## src/rtl/multicycle_ctrl.sv

```systemverilog
// Multicycle LEGv8 control unit: sequences fetch/decode/execute/memory/write-back
// over a shared ALU and a single memory port with a ready handshake.
module multicycle_ctrl (
  input  logic        clk,
  input  logic        reset,
  input  logic [10:0] op,
  input  logic        zero,
  input  logic        mem_ready,
  output logic        mem_req,
  output logic        mem_we,
  output logic        iord,
  output logic        ir_write,
  output logic        pc_write,
  output logic        pc_src,
  output logic        reg_write,
  output logic        mem_to_reg,
  output logic        reg2loc,
  output logic        alu_src_a,
  output logic [1:0]  alu_src_b,
  output logic [1:0]  alu_op,
  output logic        instr_done,
  output logic        illegal
);

  typedef enum logic [3:0] {
    FETCH  = 4'd0,
    DECODE = 4'd1,
    EXEC_R = 4'd2,
    WB_R   = 4'd3,
    ADDR   = 4'd4,
    MEM_RD = 4'd5,
    WB_LD  = 4'd6,
    MEM_WR = 4'd7,
    BRANCH = 4'd8
  } state_t;

  localparam logic [2:0] CL_R   = 3'd0;
  localparam logic [2:0] CL_LD  = 3'd1;
  localparam logic [2:0] CL_ST  = 3'd2;
  localparam logic [2:0] CL_CBZ = 3'd3;
  localparam logic [2:0] CL_ILL = 3'd4;

  function automatic logic [2:0] op_class(input logic [10:0] o);
    logic [2:0] c;
    casez (o)
      11'b10001011000, 11'b11001011000,
      11'b10001010000, 11'b10101010000: c = CL_R;
      11'b11111000010:                  c = CL_LD;
      11'b11111000000:                  c = CL_ST;
      11'b10110100???:                  c = CL_CBZ;
      default:                          c = CL_ILL;
    endcase
    return c;
  endfunction

  state_t     state_r;
  state_t     next_state_s;
  logic [2:0] cls_s;

  assign cls_s = op_class(op);

  // State register; reset wins over every transition, including a pending memory wait.
  always_ff @(posedge clk) begin
    if (reset) begin
      state_r <= FETCH;
    end else begin
      state_r <= next_state_s;
    end
  end

  // Outputs are decoded from state plus the handshake/zero/op terms that must act in the same cycle.
  always_comb begin
    mem_req      = 1'b0;
    mem_we       = 1'b0;
    iord         = 1'b0;
    ir_write     = 1'b0;
    pc_write     = 1'b0;
    pc_src       = 1'b0;
    reg_write    = 1'b0;
    mem_to_reg   = 1'b0;
    reg2loc      = 1'b0;
    alu_src_a    = 1'b0;
    alu_src_b    = 2'b00;
    alu_op       = 2'b00;
    instr_done   = 1'b0;
    illegal      = 1'b0;
    next_state_s = state_r;
    if (reset) begin
      next_state_s = FETCH;
    end else begin
      case (state_r)
        FETCH: begin
          mem_req   = 1'b1;
          alu_src_b = 2'b01;
          if (mem_ready) begin
            ir_write     = 1'b1;
            pc_write     = 1'b1;
            next_state_s = DECODE;
          end else begin
            next_state_s = FETCH;
          end
        end
        DECODE: begin
          alu_src_b = 2'b11;
          reg2loc   = (cls_s == CL_ST) || (cls_s == CL_CBZ);
          case (cls_s)
            CL_R:         next_state_s = EXEC_R;
            CL_LD, CL_ST: next_state_s = ADDR;
            CL_CBZ:       next_state_s = BRANCH;
            default: begin
              illegal      = 1'b1;
              instr_done   = 1'b1;
              next_state_s = FETCH;
            end
          endcase
        end
        EXEC_R: begin
          alu_src_a    = 1'b1;
          alu_op       = 2'b10;
          next_state_s = WB_R;
        end
        WB_R: begin
          reg_write    = 1'b1;
          instr_done   = 1'b1;
          next_state_s = FETCH;
        end
        ADDR: begin
          alu_src_a = 1'b1;
          alu_src_b = 2'b10;
          case (cls_s)
            CL_LD:   next_state_s = MEM_RD;
            CL_ST:   next_state_s = MEM_WR;
            default: next_state_s = FETCH;
          endcase
        end
        MEM_RD: begin
          mem_req = 1'b1;
          iord    = 1'b1;
          if (mem_ready) begin
            next_state_s = WB_LD;
          end else begin
            next_state_s = MEM_RD;
          end
        end
        WB_LD: begin
          reg_write    = 1'b1;
          mem_to_reg   = 1'b1;
          instr_done   = 1'b1;
          next_state_s = FETCH;
        end
        MEM_WR: begin
          mem_req = 1'b1;
          mem_we  = 1'b1;
          iord    = 1'b1;
          reg2loc = 1'b1;
          if (mem_ready) begin
            instr_done   = 1'b1;
            next_state_s = FETCH;
          end else begin
            next_state_s = MEM_WR;
          end
        end
        BRANCH: begin
          // Branch is taken by loading ALUOut (target computed in DECODE) when Rt is zero.
          reg2loc      = 1'b1;
          alu_op       = 2'b01;
          pc_write     = zero;
          pc_src       = 1'b1;
          instr_done   = 1'b1;
          next_state_s = FETCH;
        end
        default: next_state_s = FETCH;
      endcase
    end
  end

endmodule

```

## config.mk

```make
export PLATFORM = sky130hd
export DESIGN_NAME = multicycle_ctrl
export DESIGN_NICKNAME = d
export VERILOG_FILES = /design/src/rtl/multicycle_ctrl.sv
export SDC_FILE = /design/constraint.sdc
export NUM_CORES = 1
export LEC_CHECK = 0
export ABC_AREA = 1
export BUFFER_PORTS_ARGS = -buffer_cell sky130_fd_sc_hd__buf_2
export CORE_MARGIN = 5
export CORE_UTILIZATION = 45
export DETAILED_ROUTE_END_ITERATION = 8
export PLACE_DENSITY = 0.76
export SLEW_MARGIN = 25
export SYNTH_ARGS = -nofsm -noshare
export SYNTH_HDL_FRONTEND = slang
export SYNTH_SLANG_ARGS = --single-unit
```

## constraint.sdc

```tcl
create_clock -name clk -period 1.2 [get_ports clk]
set_input_delay 0.06 -clock clk [delete_from_list [all_inputs] [get_ports clk]]
set_output_delay 0.06 -clock clk [all_outputs]
set_load 0.02 [all_outputs]
```

Word-level counts from Yosys, hierarchy flattened:

Cells that the tools add are included.

* memories: 0
* word-level logic and storage cells: 68
* latch bits: 0
* register bits: 4
* RAM bits: 0
* output and inout port bits: 16
* memory bits (read-only): 0

* bitwise logic cells: 0
* div/mod/pow operators: 0
* mux-type cells: 37
* equality and inequality tests: 18
* add/subtract/negate cells: 0
* order comparisons: 0
* $mul: 0
* reductions and logical operators: 12
* shift-type cells: 0

Operators by type and width (count)
* $eq A11 B11 Y1 const B: 6
* $mux W1: 24
* $pmux W4 S6: 1
* $eq A4 B3 Y1 const B: 4
* $pmux W3 S4: 1
* $pmux W4 S3: 1
* $reduce_or A2 Y1: 5
* $eq A4 B2 Y1 const B: 2
* $eq A8 B8 Y1 const B: 1
* $reduce_or A4 Y1: 2
* $eq A3 B2 Y1 const B: 2
* $mux W2: 3
* $pmux W2 S3: 1
* $pmux W3 S2: 1
* $reduce_or A3 Y1: 2
* $eq A4 B1 Y1 const B: 1
* $eq A4 B4 Y1 const B: 1
* $logic_not A4 Y1: 1
* $pmux W1 S2: 2
* $pmux W2 S2: 1
* $eq A3 B1 Y1 const B: 1
* $logic_not A3 Y1: 1
* $mux W3: 1
* $pmux W1 S3: 1
* $logic_or A1 B1 Y1: 1

Logic depth before layout (Yosys ltp):

Gate-level depths: netlist of the first run.

* word-level depth: 8
* depth in mapped cells: 9

Worst setup path before layout of the first run:

Ideal clock, no wire load.

* path type: register to output
* start: register state_r[1]
* end: output pc_write
* path slack: -0.179 ns
* buffers on the path: 1
* arrival time: 1.319 ns
* stages on the path, launching flop included: 7
* cells stage by stage: dfxtp_1 -> buf_6 -> nor2_1 -> nand3_1 -> nor2_1 -> nand2_1 -> o21ai_1

* cells in the longest elaborated chain, start to end: 3

Ends and longest elaborated chain
* from (decl): line 56 `state_t state_r;`
* from (signal assigned): line 67 `state_r <= next_state_s;`
* $eq A4 B4 Y1 or $logic_not A4 Y1 (tied branches): line 91 `case (state_r)`
* $pmux W1 S2 (*): line 91
* $mux W1 (*): line 88 `if (reset) begin`
* to (decl): line 13 `output logic pc_write,`

Every way passes the cells marked *; elsewhere a longest branch is shown, timed or not.

Worst setup path in the final report of the first run:

* start: register state_r[3]
* end: output instr_done

* cells in the longest elaborated chain, start to end: 4

Ends and longest elaborated chain
* $eq A4 B4 Y1, or another cell as far along: line 91
* $reduce_or A3 Y1 (no source line)
* $pmux W1 S3 (*): line 91
* $mux W1 (*): line 88
* to (decl): line 21 `output logic instr_done,`

Marks and branches as above.

==> metrics.yaml, run 1 <==
hp-class: "input pin to flip-flop"
p_leak_nw: 0.626
ys_warn_count: 0
htreeDepth: 1
vias_per_cell: 5.42
skew_ps: 7.72
pwr_density_cell_mw_per_mm2: 452
place_area_sq_um: 871
drt_iter0_drc: 43
globalplace.congestion: 0.877
crit_required_ps: 1140
stdcell_area_sq_mm: 0.00108
max_slew.worst_pin.slew_ps: 250
grt_overflow: 0
portBuffers: 30
syn_avg_cell_area_sq_um: 4.87
vdd_drop_max_mv: 0.391
drc: 0
path_clk_slew_ps: 30
hpwlAfterDp_um: 1620
cts_buffer_depth: 2
slew_violations: 0
totalWireLength_um: 2510
largest_register_ffs: 4
die_y_um: 48.4
cp_cell_sequence: "inv_1 -> nand2_2 -> inv_2 -> nand3_2 -> nand3_1 -> o21ai_1 -> nand2_1 -> buf_4"
period_share_pct: 120
synth_cell_types: 20
violations: "setup timing"
nets: 195
cp_slowest_cell: "dfxtp_2"
seq_area_frac_synth_pct: 12.1
syn_inst: 136
largest_register: "state_r"
use_met3_pct: 3.98
fmax_mhz: 696
syn-cell-area_sq_um: 662
grtUsageMet2_pct: 31.3
cp.arrival_ps: 1380
num_vias: 1046
fin_setup_tns_ps: -2380
fp.dieW_um: 48.4
setup_slack_ps: -237
slowest_delay_ps: 360
worstSetupPathType: "flip-flop to primary output"
endpoint_kind: "primary output"
cts_hold_buf: 0
cts_tree: "yes"
antenna_cells: 0
layout_common_cells: "28 x nor2_1, 25 x nand2_1, 21 x inv_1"
synth_nets: 151
critPathMaxFanout: 5
yosys.area.top_type_share_pct: 18.1
dp_cells: 184
grt_max_degree: 14
drv_cap: 0
post-place-ws_ps: -36.7
fillCellCount: 104
slew_headroom_pct: 83.3
initial_core_util_pct: 49.0
wire_per_inst_um: 13.0
stdcell_count: 193
synth_area_leaders: "nand2_1 18%, nor2_1 18%, inv_1 12%"
drtAntennaViolNets: 0
num_rows: 13
startpoint_type: "flip-flop"
clkSinkCount: 4
use_met1_pct: 20.3
status: "finished with violations"
grt_util_all_layers_pct: 18.8
seq_area_sq_um: 90.1
hold_viol: 0
coreArea_sq_mm: 0.00135
num_io_pins: 31
setup_violations: 17
reg.largest.list: "state_r x4"
cts_made_buffers: 3
multiInputGateArea_sq_um: 552
clock_latency_ps: 240
synth_top_area_cell: "nand2_1"
grt_pass1_vias: 948
clockRootBuffer: "clkbuf_4"
final_common_cell: "nor2_1"
synth.ff_latch_count: 4
rsz0062_at_grt: "yes"
die-area_sq_mm: 0.00234
period_minus_slack_ps: 1440
drive_above_1_share_pct: 44.4
drt_pre_antenna_iters: 4
antenna_found_initial: 0
syn2layout_area_growth_pct: 63.9
grt_pass1_wl_um: 3710
gr-max-usage-layer: "met2"
==> routing by layer <==
layer | vias to the layer above | routed length [um]
met5 | - | 0
met3 | 17 | 189
met4 | 0 | 125
met2 | 62 | 1250
met1 | 460 | 945
li1 | 507 | -
==> area by class of cell <==
cell class              count  share of cell area (%)
clock buffers               3                    2.08
inverters                  28                    9.69
multi-input cells         102                    50.9
flip-flops and latches      4                    8.30
well taps                  15                    1.73
repair buffers             41                    27.3
==> cell families (layout without fill, tap and decap cells) <==
| family | Yosys count | in the layout | synth area share [%] |
|---|---|---|---|
| buffers and inverters | 30 | 72 | 18.1 |
| flip-flops | 4 | 4 | 12.1 |
| AND/OR/NAND/NOR | 88 | 88 | 58.0 |
| AO/OA/AOI/OAI | 13 | 13 | 10.4 |
| XOR/XNOR | 1 | 1 | 1.32 |
==> power by group <==
group | leakage (nW) | total (mW) | internal [mW] | switching (mW)
sequential | 0.0349 | 0.137 | 0.133 | 0.00464
clock | 0.0138 | 0.171 | 0.112 | 0.0586
combinational | 0.577 | 0.182 | 0.0753 | 0.107
==> stage by stage <==
step	util, %	power, mW	hold WS (ps)
2_1_floorplan	-	0.222	154
3_3_place_gp	64.5	0.289	403
3_5_place_dp	64.5	0.293	397
4_1_cts	73.7	0.471	163
5_1_grt	80.4	0.515	219
6_report	80.4	0.490	177
==> Yosys cell counts <==
| library cell | n |
|---|---|
| nand2_1 | 32 |
| nor2_1 | 31 |
| inv_1 | 22 |
| nand3_1 | 16 |
| inv_2 | 5 |
| o21ai_1 | 5 |
| dfxtp_1 | 4 |
| nor2_2 | 4 |
| a21oi_1 | 3 |
| o21ai_0 | 3 |
| nor3_1 | 2 |
| a31oi_1 | 1 |
| buf_6 | 1 |
| clkbuf_1 | 1 |
| clkinv_1 | 1 |
| nand4_1 | 1 |
| nor3_2 | 1 |
| nor3_4 | 1 |
| o211ai_1 | 1 |
| xnor2_1 | 1 |
==> worst max-delay path, delay by kind of cell, from the launching register on <==
kind / cells / cell delay [ps]
buf+inv: 3 / 330
compound gates: 1 / 120
flops: 1 / 360
simple gates: 4 / 350
==> final timing paths <==
kind / from / end / slack, ps / cells past startpoint
setup / recovery: state_r[3] / instr_done / -240 / 8
hold / removal: reset / state_r[2] / 180 / 4
setup reg to reg: state_r[1] / state_r[1] / -10 / 7
hold reg to reg: state_r[0] / state_r[3] / 710 / 4
==> timing repair <==
action                                  CTS  global route
buffers inserted                          4             4
gates resized for setup                  24            27
endpoints found under the setup margin   17            20
pin swaps                                 0             2
gates cloned                              0             0
Power figures use the tool's default switching activity.
==> inputs of run 2 (changes only) <==
- CAP_MARGIN: not set -> 20
- CORE_MARGIN: 5 -> 2
- CORE_UTILIZATION: 45 -> 49
- PLACE_DENSITY: 0.76 -> 0.82
- clock period: 1.2 -> 1.8 ns (I/O delays scaled with it)
==> run 2 against run 1 <==
- the flow now finishes without violations
- sequential power is 32% lower
- setup slack gained 460 ps
- die area decreased by 29%
- combinational power shrank 50%
- final area decreased by 23%
- critical path depth decreased by 2
- power down 40%
- critical endpoint unchanged
- largest power group is now the clock network
==> metrics.yaml, run 2 (synthesis gave the netlist of run 1 again) <==
reg.largest.list: "state_r x4"
die-area_sq_mm: 0.00166  # -29%
layout_common_cells: "32 x nand2_1, 31 x nor2_1, 30 x buf_2"
slowest_delay_ps: 520  # +160 ps
fin_setup_tns_ps: 0  # +2380 ps
coreArea_sq_mm: 0.00128  # -4.8%
die_y_um: 40.8  # -16%
initial_core_util_pct: 51.5  # +2.5 points
period_share_pct: 87.4
hold_viol: 0  # unchanged
cts_made_buffers: 3  # unchanged
final_core_utilization_pct: 65.2  # -15 points
fp.dieW_um: 40.8  # -16%
setup_violations: 0  # -17
globalplace.congestion: 0.862  # -1.7%
fmax_mhz: 636
cts_tree: "yes"
startpoint_type: "flip-flop"
cts_buffer_depth: 2  # unchanged
post_cts_resized: 0  # -100%
drtAntennaViolNets: 0  # unchanged
max_slew.worst_pin.slew_ps: 357  # +107 ps
grt_pass1_wl_um: 2700  # -27%
num_io_pins: 31  # unchanged
grt_overflow: 0  # unchanged
clkSinkCount: 4  # unchanged
setup_slack_ps: 227  # +464 ps
swShare_pct: 33.2  # -1.5 points
pwr-share-comb_pct: 31.0  # -6.2 points
largest_register_ffs: 4  # unchanged
wire_per_inst_um: 9.34  # -28%
drive_above_1_share_pct: 26.3  # -18 points
path_clk_slew_ps: 40  # about the same
seq_area_sq_um: 80.1  # -11%
p_total_mw: 0.296  # -40%
slew_headroom_pct: 76.1  # -7.1 points
drc: 0  # unchanged
pwr_density_cell_mw_per_mm2: 353  # -22%
vias_per_cell: 5.01  # -7.6%
fillCellCount: 129  # +24%
skew_ps: 5.26  # -2.45 ps
grt_pass1_vias: 713  # -25%
final_common_cell: "nand2_1"
num_vias: 911  # -13%
hp-class: "input pin to flip-flop"
cp_slowest_cell: "dfxtp_1"
cp_cell_sequence: "nor2_1 -> nand3_1 -> nand3_1 -> o21ai_1 -> nand2_1 -> buf_2"
multiInputGateArea_sq_um: 462  # -16%
vdd_drop_max_mv: 0.223  # -43%
p_int_mw: 0.198  # -38%
syn2layout_area_growth_pct: 26.7
clock_latency_ps: 240  # about the same
nets: 184  # -5.6%
hpwlAfterDp_um: 1450  # -11%
grt_util_all_layers_pct: 24.2  # +5.4 points
antenna_cells: 0  # unchanged
seq_power_share_pct: 31.5  # +3.5 points
crit_required_ps: 1710  # +570 ps
p_leak_nw: 0.529  # -16%
clockRootBuffer: "clkbuf_4"
htreeDepth: 1  # unchanged
drv_cap: 0  # unchanged
clockPowerShare_pct: 37.5  # +2.7 points
worstSetupPathType: "flip-flop to primary output"
num_rows: 13  # unchanged
cp.arrival_ps: 1480  # +100 ps
grt_max_degree: 15  # +1
path_common_cell: "nand3_1"
rsz0062_at_grt: "no"
period_minus_slack_ps: 1570
critPathMaxFanout: 8  # +3
slew_violations: 0  # unchanged
drt_iter0_drc: 34  # -21%
totalWireLength_um: 1700  # -32%
status: "finished clean"
largest_register: "state_r"
netSwitchingPower_mw: 0.0984  # -42%
endpoint_kind: "primary output"
antenna_found_initial: 0  # unchanged
portBuffers: 30  # unchanged
drt_pre_antenna_iters: 4  # unchanged
post-place-ws_ps: 483  # +520 ps
cts_hold_buf: 0  # unchanged
post_cts_buffers: 0  # -4
-- run 2: path summary, 6_finish.rpt --
check	startpoint	to	slack, ps	cells after the start
worst max-delay path	state_r[1]	instr_done	230	6
worst min-delay path	reset	state_r[0]	200	2
worst max register to register	state_r[1]	state_r[1]	570	6
worst min register to register	state_r[2]	state_r[0]	730	4
-- run 2: worst max-delay path: cells and delay by family (launching register included) --
family / cells / cell delay, ps
compound gates: 1 / 120
simple gates: 4 / 460
flops: 1 / 520
buf+inv: 1 / 150
-- run 2: final cells by class --
class / instances / share of cell area, %
clock buffer: 3 / 2.69
tap: 15 / 2.24
timing repair buffer: 30 / 17.9
multi-input combinational: 102 / 55.1
inverter: 28 / 12.5
sequential: 4 / 9.55
-- run 2: per-layer routing --
layer	routed length, um	GRT usage, %	part of all wire (%)
met5	0	0	0
met2	884	46.0	52
met1	691	26.9	41
met4	0	8.33	0
met3	123	3.26	7.2
-- run 2: power groups by stage --
stage	clock network, mW	registers (mW)	logic (mW)
detailed placement	0	0.0946	0.0915
finish	0.111	0.0934	0.0917
global route	0.122	0.0935	0.106
floorplan	0	0.0940	0.0530
global placement	0	0.0945	0.0890
CTS	0.114	0.0932	0.0918
-- run 2: through the flow --
stage               instance area (sq um)  cells  hold WS [ps]
global route                          838    182           203
detailed placement                    816    179           432
floorplan                             662    136           267
finish                                838    182           199
global placement                      816    179           423
CTS                                   838    182           186
